[config.mk]
export PLATFORM = sky130hd
export DESIGN_NAME = random_req_gen
export DESIGN_NICKNAME = d
export VERILOG_FILES = /design/src/rtl/rgen_pkg.sv /design/src/rtl/lfsr32.sv /design/src/rtl/random_req_gen.sv
export SDC_FILE = /design/constraint.sdc
export NUM_CORES = 1
export LEC_CHECK = 0
export BUFFER_PORTS_ARGS = -buffer_cell sky130_fd_sc_hd__buf_2
export CORE_MARGIN = 2
export CORE_UTILIZATION = 35
export CTS_CLUSTER_SIZE = 24
export DETAILED_ROUTE_END_ITERATION = 10
export GPL_TIMING_DRIVEN = 1
export HOLD_SLACK_MARGIN = 0.08
export PLACE_DENSITY_LB_ADDON = 0.2
export SYNTH_ARGS = -nofsm -noshare
export SYNTH_HDL_FRONTEND = slang
export SYNTH_HIERARCHICAL = 1
export SYNTH_SLANG_ARGS = --single-unit
[constraint.sdc]
create_clock -name clock -period 4.7 [get_ports clock]
set_clock_uncertainty 0.05 [all_clocks]
set_input_delay 0.235 -clock clock [delete_from_list [all_inputs] [get_ports clock]]
set_output_delay 0.235 -clock clock [all_outputs]
set_load 0.02 [all_outputs]
[src/rtl/rgen_pkg.sv]
// Shared types and constants for the random request generator.
package rgen_pkg;

  localparam int          LFSR_W     = 32;
  localparam logic [31:0] LFSR_POLY  = 32'h8020_0003;  // x^32+x^22+x^2+x+1, right-shift Galois taps
  localparam int          ROT_STRIDE = 7;

  typedef enum logic [1:0] {
    IDLE,
    OFFER,
    DONE
  } rgen_state_e;

  function automatic logic [LFSR_W-1:0] lfsr_next(input logic [LFSR_W-1:0] v);
    return {1'b0, v[LFSR_W-1:1]} ^ (v[0] ? LFSR_POLY : '0);
  endfunction

  function automatic logic [LFSR_W-1:0] rotl32(input logic [LFSR_W-1:0] v, input int unsigned n);
    int unsigned s;
    s = n % LFSR_W;
    if (s == 0) return v;
    return (v << s) | (v >> (LFSR_W - s));
  endfunction

endpackage

[src/rtl/lfsr32.sv]
// Free-running 32-bit Galois LFSR shared by all request channels.
module lfsr32
  import rgen_pkg::*;
#(
  parameter logic [31:0] SEED = 32'h1ACE_B00C
) (
  input  logic        clock,
  input  logic        reset,
  output logic [31:0] value
);

  always_ff @(posedge clock or negedge reset) begin
    if (!reset) value <= SEED;
    else        value <= lfsr_next(value);
  end

endmodule

[src/rtl/random_req_gen.sv]
// Randomised valid/ready request generator: per-channel draw, burst, accept
// counting and limit/done handling, all fed from one shared LFSR.
//
// state | meaning
// IDLE  | no request pending; draws each cycle while enabled
// OFFER | valid high, bits frozen until accepted
// DONE  | accept limit reached; parked until cfg_clr or reset
module random_req_gen
  import rgen_pkg::*;
#(
  parameter int          CH        = 2,
  parameter int          DW        = 8,
  parameter int          TW        = 10,
  parameter int          CW        = 16,
  parameter int          BURST_LEN = 4,
  parameter logic [31:0] SEED      = 32'h1ACE_B00C
) (
  input  logic             clock,
  input  logic             reset,
  input  logic [CH-1:0]    cfg_en,
  input  logic [CH*TW-1:0] cfg_vld_thr,
  input  logic             cfg_burst,
  input  logic [CH*CW-1:0] cfg_limit,
  input  logic             cfg_clr,
  input  logic [CH-1:0]    io_enq_ready,
  output logic [CH-1:0]    io_enq_valid,
  output logic [CH*DW-1:0] io_enq_bits,
  output logic [CH*CW-1:0] acc_cnt,
  output logic [CH-1:0]    done
);

  localparam int BW = (BURST_LEN > 1) ? $clog2(BURST_LEN) : 1;
  localparam logic [BW-1:0] BURST_RELOAD = BW'(BURST_LEN - 1);

  if (DW + TW > LFSR_W) begin : g_bad_width
    $error("random_req_gen: DW+TW must not exceed 32");
  end
  if (BURST_LEN < 1) begin : g_bad_burst
    $error("random_req_gen: BURST_LEN must be at least 1");
  end
  if (SEED == 32'h0) begin : g_bad_seed
    $error("random_req_gen: SEED must be non-zero");
  end

  logic [31:0] lfsr_q;

  lfsr32 #(.SEED(SEED)) u_lfsr (
    .clock (clock),
    .reset (reset),
    .value (lfsr_q)
  );

  for (genvar c = 0; c < CH; c++) begin : g_ch
    localparam int unsigned ROT = (ROT_STRIDE * c) % LFSR_W;

    rgen_state_e      state_q;
    logic             valid_q;
    logic [DW-1:0]    bits_q;
    logic [CW-1:0]    cnt_q;
    logic             done_q;
    logic [BW-1:0]    burst_left_q;

    logic [TW+DW-1:0] win;
    logic [TW-1:0]    thr;
    logic [CW-1:0]    lim;
    logic [DW-1:0]    pay;
    logic             draw;
    logic             accept;
    logic [CW:0]      cnt_p1;
    logic             lim_hit;
    logic [CW-1:0]    cnt_inc;
    logic [BW-1:0]    reload;

    assign win     = (TW + DW)'(rotl32(lfsr_q, ROT));
    assign thr     = cfg_vld_thr[c*TW +: TW];
    assign lim     = cfg_limit[c*CW +: CW];
    assign pay     = win[TW +: DW];
    assign draw    = cfg_en[c] && (win[TW-1:0] < thr);
    assign accept  = valid_q && io_enq_ready[c];
    assign cnt_p1  = {1'b0, cnt_q} + (CW + 1)'(1);
    // >= rather than == so a limit lowered below the running count still stops the channel
    assign lim_hit = (lim != '0) && (cnt_p1 >= {1'b0, lim});
    assign cnt_inc = (&cnt_q) ? cnt_q : cnt_q + CW'(1);
    assign reload  = cfg_burst ? BURST_RELOAD : '0;

    always_ff @(posedge clock or negedge reset) begin
      if (!reset) begin
        state_q      <= IDLE;
        valid_q      <= 1'b0;
        bits_q       <= '0;
        cnt_q        <= '0;
        done_q       <= 1'b0;
        burst_left_q <= '0;
      end else begin
        if (cfg_clr) begin
          cnt_q  <= '0;
          done_q <= 1'b0;
        end
        case (state_q)
          IDLE: begin
            if (draw) begin
              state_q      <= OFFER;
              valid_q      <= 1'b1;
              bits_q       <= pay;
              burst_left_q <= reload;
            end
          end
          OFFER: begin
            // a clear on the accepting edge wins: count stays 0 and the limit is not applied
            if (accept) begin
              if (!cfg_clr) cnt_q <= cnt_inc;
              if (lim_hit && !cfg_clr) begin
                state_q <= DONE;
                valid_q <= 1'b0;
                done_q  <= 1'b1;
              end else if (burst_left_q != '0) begin
                bits_q       <= pay;
                burst_left_q <= burst_left_q - BW'(1);
              end else if (draw) begin
                bits_q       <= pay;
                burst_left_q <= reload;
              end else begin
                state_q <= IDLE;
                valid_q <= 1'b0;
              end
            end
          end
          DONE: begin
            if (cfg_clr) state_q <= IDLE;
          end
          default: begin
            state_q <= IDLE;
            valid_q <= 1'b0;
          end
        endcase
      end
    end

    assign io_enq_valid[c]          = valid_q;
    assign io_enq_bits[c*DW +: DW]  = bits_q;
    assign acc_cnt[c*CW +: CW]      = cnt_q;
    assign done[c]                  = done_q;
  end

endmodule

# Word-level counts from Yosys, hierarchy flattened
# Index checks and enable logic that the tools add are counted.
op_classes:
  addsub: 6
  order_cmp: 4
  n_eq_ne: 18
  n_mux: 65
  bitwise_logic: 4
  reduce_logical: 25
op_table:
  columns: ["cell", "n"]
  rows:
  - ["$mux 16", 10]
  - ["$mux 8", 8]
  - ["$mux 2", 20]
  - ["$add 16x1->17 const B", 2]
  - ["$ge 17x16->1", 2]
  - ["$add 16x1->16 const B", 2]
  - ["$mux 32", 1]
  - ["$pmux 8 s2", 2]
  - ["$reduce_and 16->1", 2]
  - ["$reduce_bool 16->1", 2]
  - ["$xor 31x32->32", 1]
  - ["$lt 10x10->1", 2]
  - ["$reduce_and 5->1", 4]
  - ["$mux 1", 18]
  - ["$or 18x7->18", 1]
  - ["$ne 2x2->1 const B", 8]
  - ["$ne 3x3->1 const B", 4]
  - ["$pmux 2 s3", 2]
  - ["$logic_and 1x1->1", 8]
  - ["$ne 4x4->1 const B", 2]
  - ["$pmux 2 s2", 2]
  - ["$reduce_bool 2->1", 4]
  - ["$pmux 1 s3", 2]
  - ["$reduce_and 3->1", 2]
  - ["6 further kinds", 11]
word_totals:
  regBits: 92
  output_inout_bits: 52

# Logic depth before layout (Yosys ltp)
depth:
  word_depth: 8
  ltp_mapped: 13
  mapped_depth_nobuf: 13

# Modules after synthesis
# Netlist, hierarchy kept.
by_module_without_submodules:
  columns: ["mod", "instances", "cells_each", "area_each_um2"]
  rows:
  - ["random_req_gen", 1, 573, 4936.0]
  - ["lfsr32", 1, 35, 843.3]

# Worst setup path before layout
# No wires, ideal clock.
synth_timing:
  path_kind: "reg-to-reg"
  from: "reg g_ch[0].cnt_q[0]"
  to: "reg g_ch[0].bits_q[0]"
  setup_ns: 0.125
  arrival_time_ns: 3.714
  required_time_ns: 4.525
  setup_slack_ns: 0.812
  stages_incl_launch_ff: 13
  path_buffers: 0
  period_less_slack_ns: 3.888
  cell_sequence: "dfrtp_1 ha_1 nand3_1 or3_1 nor2_1 nand3_1 xnor2_1 ha_1 a21o_1 a2111oi_4 nand4_2 a31oi_4 mux2_2"
synth_via:
  elab_chain_cells: 6
synth_rtl:
  columns: ["element", "line", "rtl"]
  rows:
  - ["from (decl)", "random_req_gen.sv:59", "logic [CW-1:0] cnt_q;"]
  - ["from (signal assigned)", "random_req_gen.sv:111", "if (!cfg_clr) cnt_q <= cnt_inc;"]
  - ["$add 16x1->17", "random_req_gen.sv:80", "assign cnt_p1 = {1'b0, cnt_q} + (CW + 1)'(1);"]
  - ["$ge 17x16->1", "random_req_gen.sv:82", "assign lim_hit = (lim != '0) && (cnt_p1 >= {1'b0, lim});"]
  - ["$logic_and 1x1->1", "random_req_gen.sv:82", null]
  - ["$logic_and 1x1->1", "random_req_gen.sv:112", "if (lim_hit && !cfg_clr) begin"]
  - ["$ne 2x2->1 (no source line)", null, null]
  - ["$reduce_and 3->1 (no source line)", null, null]
  - ["to (signal assigned)", "random_req_gen.sv:104", "bits_q <= pay;"]
  - ["to (signal assigned)", "random_req_gen.sv:117", "bits_q <= pay;"]
  - ["to (signal assigned)", "random_req_gen.sv:120", "bits_q <= pay;"]
  - ["to (decl)", "random_req_gen.sv:58", "logic [DW-1:0] bits_q;"]
# No other way between the ends.
# A chain may end at the register's enable or synchronous reset.

# Worst setup path in the final report
layout_timing:
  from: "reg g_ch[0].cnt_q[0]"
  to: "reg g_ch[0].bits_q[4]"
# The elaborated chain is that of the path after synthesis.

==> run_results.csv <==
group,metric,value,unit
clock_tree,cts.clk_slew.worst_paths,80,ps
grt,grt_pass1_wl,24.6,mm
timing,rsz0062_at_grt,"false",
power,p_leak,3.51,nW
finish,n_antenna_cell,0,
grt,grt_busiest_layer,"met2",
worst_setup_path,critPathKind,"reg -> reg",
grt,use_met3,3.30,%
placed_design,port_buffers,111,
die,design.core.area,16000,um^2
synth,synthesis.area,5780,um^2
synth,yosys_most_used_dff,"dfrtp_1",
grt,met1_usage,22.3,%
power,peakVddDrop,0.159,mV
clock_tree,cts_tree,"built",
grt,antenna_found_initial,0,
detailed_routing,drt_first_iter_violations,216,
clock_tree,cts-buffers-inserted,9,
die,dieWidth,133,um
synth,synth_area_per_cell,9.51,um^2
die,num_rows,46,
timing,finalSetupTns,0,ps
run,maxCapViolCount,0,
grt,grt_usage,17.2,%
outcome,status,"completed",
synth,netlist-cell-type-count,61,
detailed_routing,via_per_inst,5.12,
clock_tree,post_cts_buffers,0,
synth,synth.largest_area_cell,"dfrtp_1",
synth,synthArstFlopShare,100,%
synth,ys_top_cells_by_count,"dfrtp_1, inv_1, ha_1, nor2_1, nand2_1",
detailed_routing,via_count,4785,
placed_design,routabilityCongestion,0.815,
grt,grt_max_degree,51,
worst_setup_path,startpoint_type,"register",
finish,syn2layout_area_growth,18.7,%
worst_setup_path,slowest_delay,480,ps
power,finalPower,2.19,mW
synth,syn_inst,608,
die,initial_core_util,36.1,%
detailed_routing,drc,0,
timing,relSlewSlack,33.0,%
worst_setup_path,crit_chain,"ha_1 -> nand3_1 -> or3_1 -> nor2_1 -> nand3_1 -> xnor2_1 -> ha_1 -> a21o_1 -> a2111oi_4 -> nand4_2 -> a31oi_4 -> mux2_2",
clock_tree,cts_resized,0,
synth,seq_area_frac_synth,40.1,%
finish,n_fill_cell,1650,
timing,finalHoldViolations,0,
worst_setup_path,path_max_fanout,8,
synth,synth-seq-cells,92,
detailed_routing,wl_per_cell,15.4,um
timing,worstMarginPinSlew,997,ps
min_path,hp-class,"in -> reg",
finish,drive_gt1_share,22.8,%
grt,grt-ovfl-total,0,
timing,timing.fmax,243,MHz
detailed_routing,drt-pass1-iter-count,4,
synth,synthTopCellsByArea,"dfrtp_1, ha_1, dfstp_2",
timing,finalCritPeriodShare,87.7,%
worst_setup_path,end_kind,"register",
clock_tree,cts_hold_buf,1,
clock_tree,ctsLongestPathBuffers,2,
synth,yosysMostFrequentCell,"dfrtp_1",
detailed_routing,ant_nets,0,
clock_tree,clkLatencyLatePin,350,ps
clock_tree,root_buffer,"clkbuf_16",
finish,nets,825,
die,io_pins,112,
synth,synth_edf_count,0,
synth,syn_nets,720,
die,die_h,133,um
grt,grt_pass1_vias,4921,
placed_design,dpl.hpwl,10.8,mm
worst_setup_path,slowest_stage,"or3_1",
worst_setup_path,critPathRequiredTime,4890,ps
power,power_density,319,nW/um^2
detailed_routing,wirelength,14.4,mm
die,dieArea,17600,um^2
synth,yosysWarnings,6,
grt,met2_usage,27.9,%
synth,synth_top_area_share,34.2,%
worst_setup_path,worst_ep_arrival_time,4310,ps
clock_tree,cts.sinks,92,
timing,setup_viol,0,
clock_tree,cts.htree.levels,3,
timing,period_minus_slack,4120,ps
timing,slew_viol_final,0,
[area by class of cell]
cell class                      instances  area [um^2]  share of cell area, %
Sequential cell                        92         2320                   33.8
Clock buffer                            9          225                   3.28
Inverter                               63          236                   3.45
Tap cell                              216          270                   3.94
Multi-Input combinational cell        433         3140                   45.7
Timing Repair Buffer                  114          583                   8.50
Clock inverter                          7         87.6                   1.28
[sequential cells by signal (all words and copies together) (netlist names)]
register	count
g_ch.cnt_q	32
u_lfsr/value	32
g_ch.bits_q	16
g_ch.burst_left_q	4
g_ch.state_q	4
g_ch.done_q	2
g_ch.valid_q	2
[critical path: cells and delay by family, from the launching register on]
family,cells,cell delay [ps]
AOI/OAI and AO/OA,3,1090
xor gates and xnor gates,1,140
adders and majority gates,2,530
DFF,1,450
muxes,1,380
and+or+nand+nor,5,1350
[worst paths after layout]
path	start	to	slack [ps]	cells past startpoint
setup / recovery	g_ch[0].cnt_q[0]	g_ch[0].bits_q[4]	580	12
hold / removal	cfg_burst	g_ch[1].burst_left_q[1]	150	2
setup reg to reg	g_ch[0].cnt_q[0]	g_ch[0].bits_q[4]	580	12
hold reg to reg	u_lfsr/value[21]	u_lfsr/value[20]	300	0
max in group asynchronous	reset	g_ch[1].bits_q[6]	3160	3
min in group asynchronous	reset	g_ch[1].cnt_q[7]	380	2
[power breakdown]
group,leakage (nW),switching (mW),internal (mW)
clock network,0.148,0.347,0.426
logic,2.15,0.288,0.209
registers,1.21,0.0860,0.834
total,3.51,0.722,1.47
[layout by cell type, fill, tap and decap left out, drive strengths merged, types with 9 or more instances in the layout]
master and n:
o21ai 16, xnor2 30, dfstp 13, ha 52, inv 67, xor2 26
nand4 17, nor4 13, nand3 20, nor2 52, dfrtp 79, a21oi 23
o211ai 12, clkbuf 9, nand2 47, nor3 11, buf 113
[cell families after synthesis]
| kind of cell | count (synthesis) | synth area share (%) |
|---|---|---|
| compound gates | 108 | 13.9 |
| xor+xnor | 56 | 8.49 |
| flops | 92 | 40.1 |
| fa+ha+maj | 52 | 11.3 |
| buf+inv | 83 | 5.72 |
| simple gates | 209 | 19.0 |
| mux | 8 | 1.56 |
[stage by stage]
stage | util, % | cells | cell area, um^2 | setup WS, ps | hold slack (ps)
after floorplan | - | 608 | 5780 | 812 | -111
after global placement | 40.9 | 917 | 6540 | 723 | 226
after detailed placement | 40.9 | 917 | 6540 | 596 | 230
after CTS | 42.9 | 934 | 6860 | 578 | 132
after global routing | 42.9 | 934 | 6860 | 276 | 142
final | 42.9 | 934 | 6860 | 579 | 151
[routing by layer]
| layer | wire [um] | vias to the layer above |
|---|---|---|
| met5 | 0 | - |
| met4 | 372 | 0 |
| met3 | 500 | 23 |
| met2 | 6910 | 79 |
| met1 | 6610 | 2314 |
| li1 | - | 2369 |
Power figures use the tool's default switching activity.
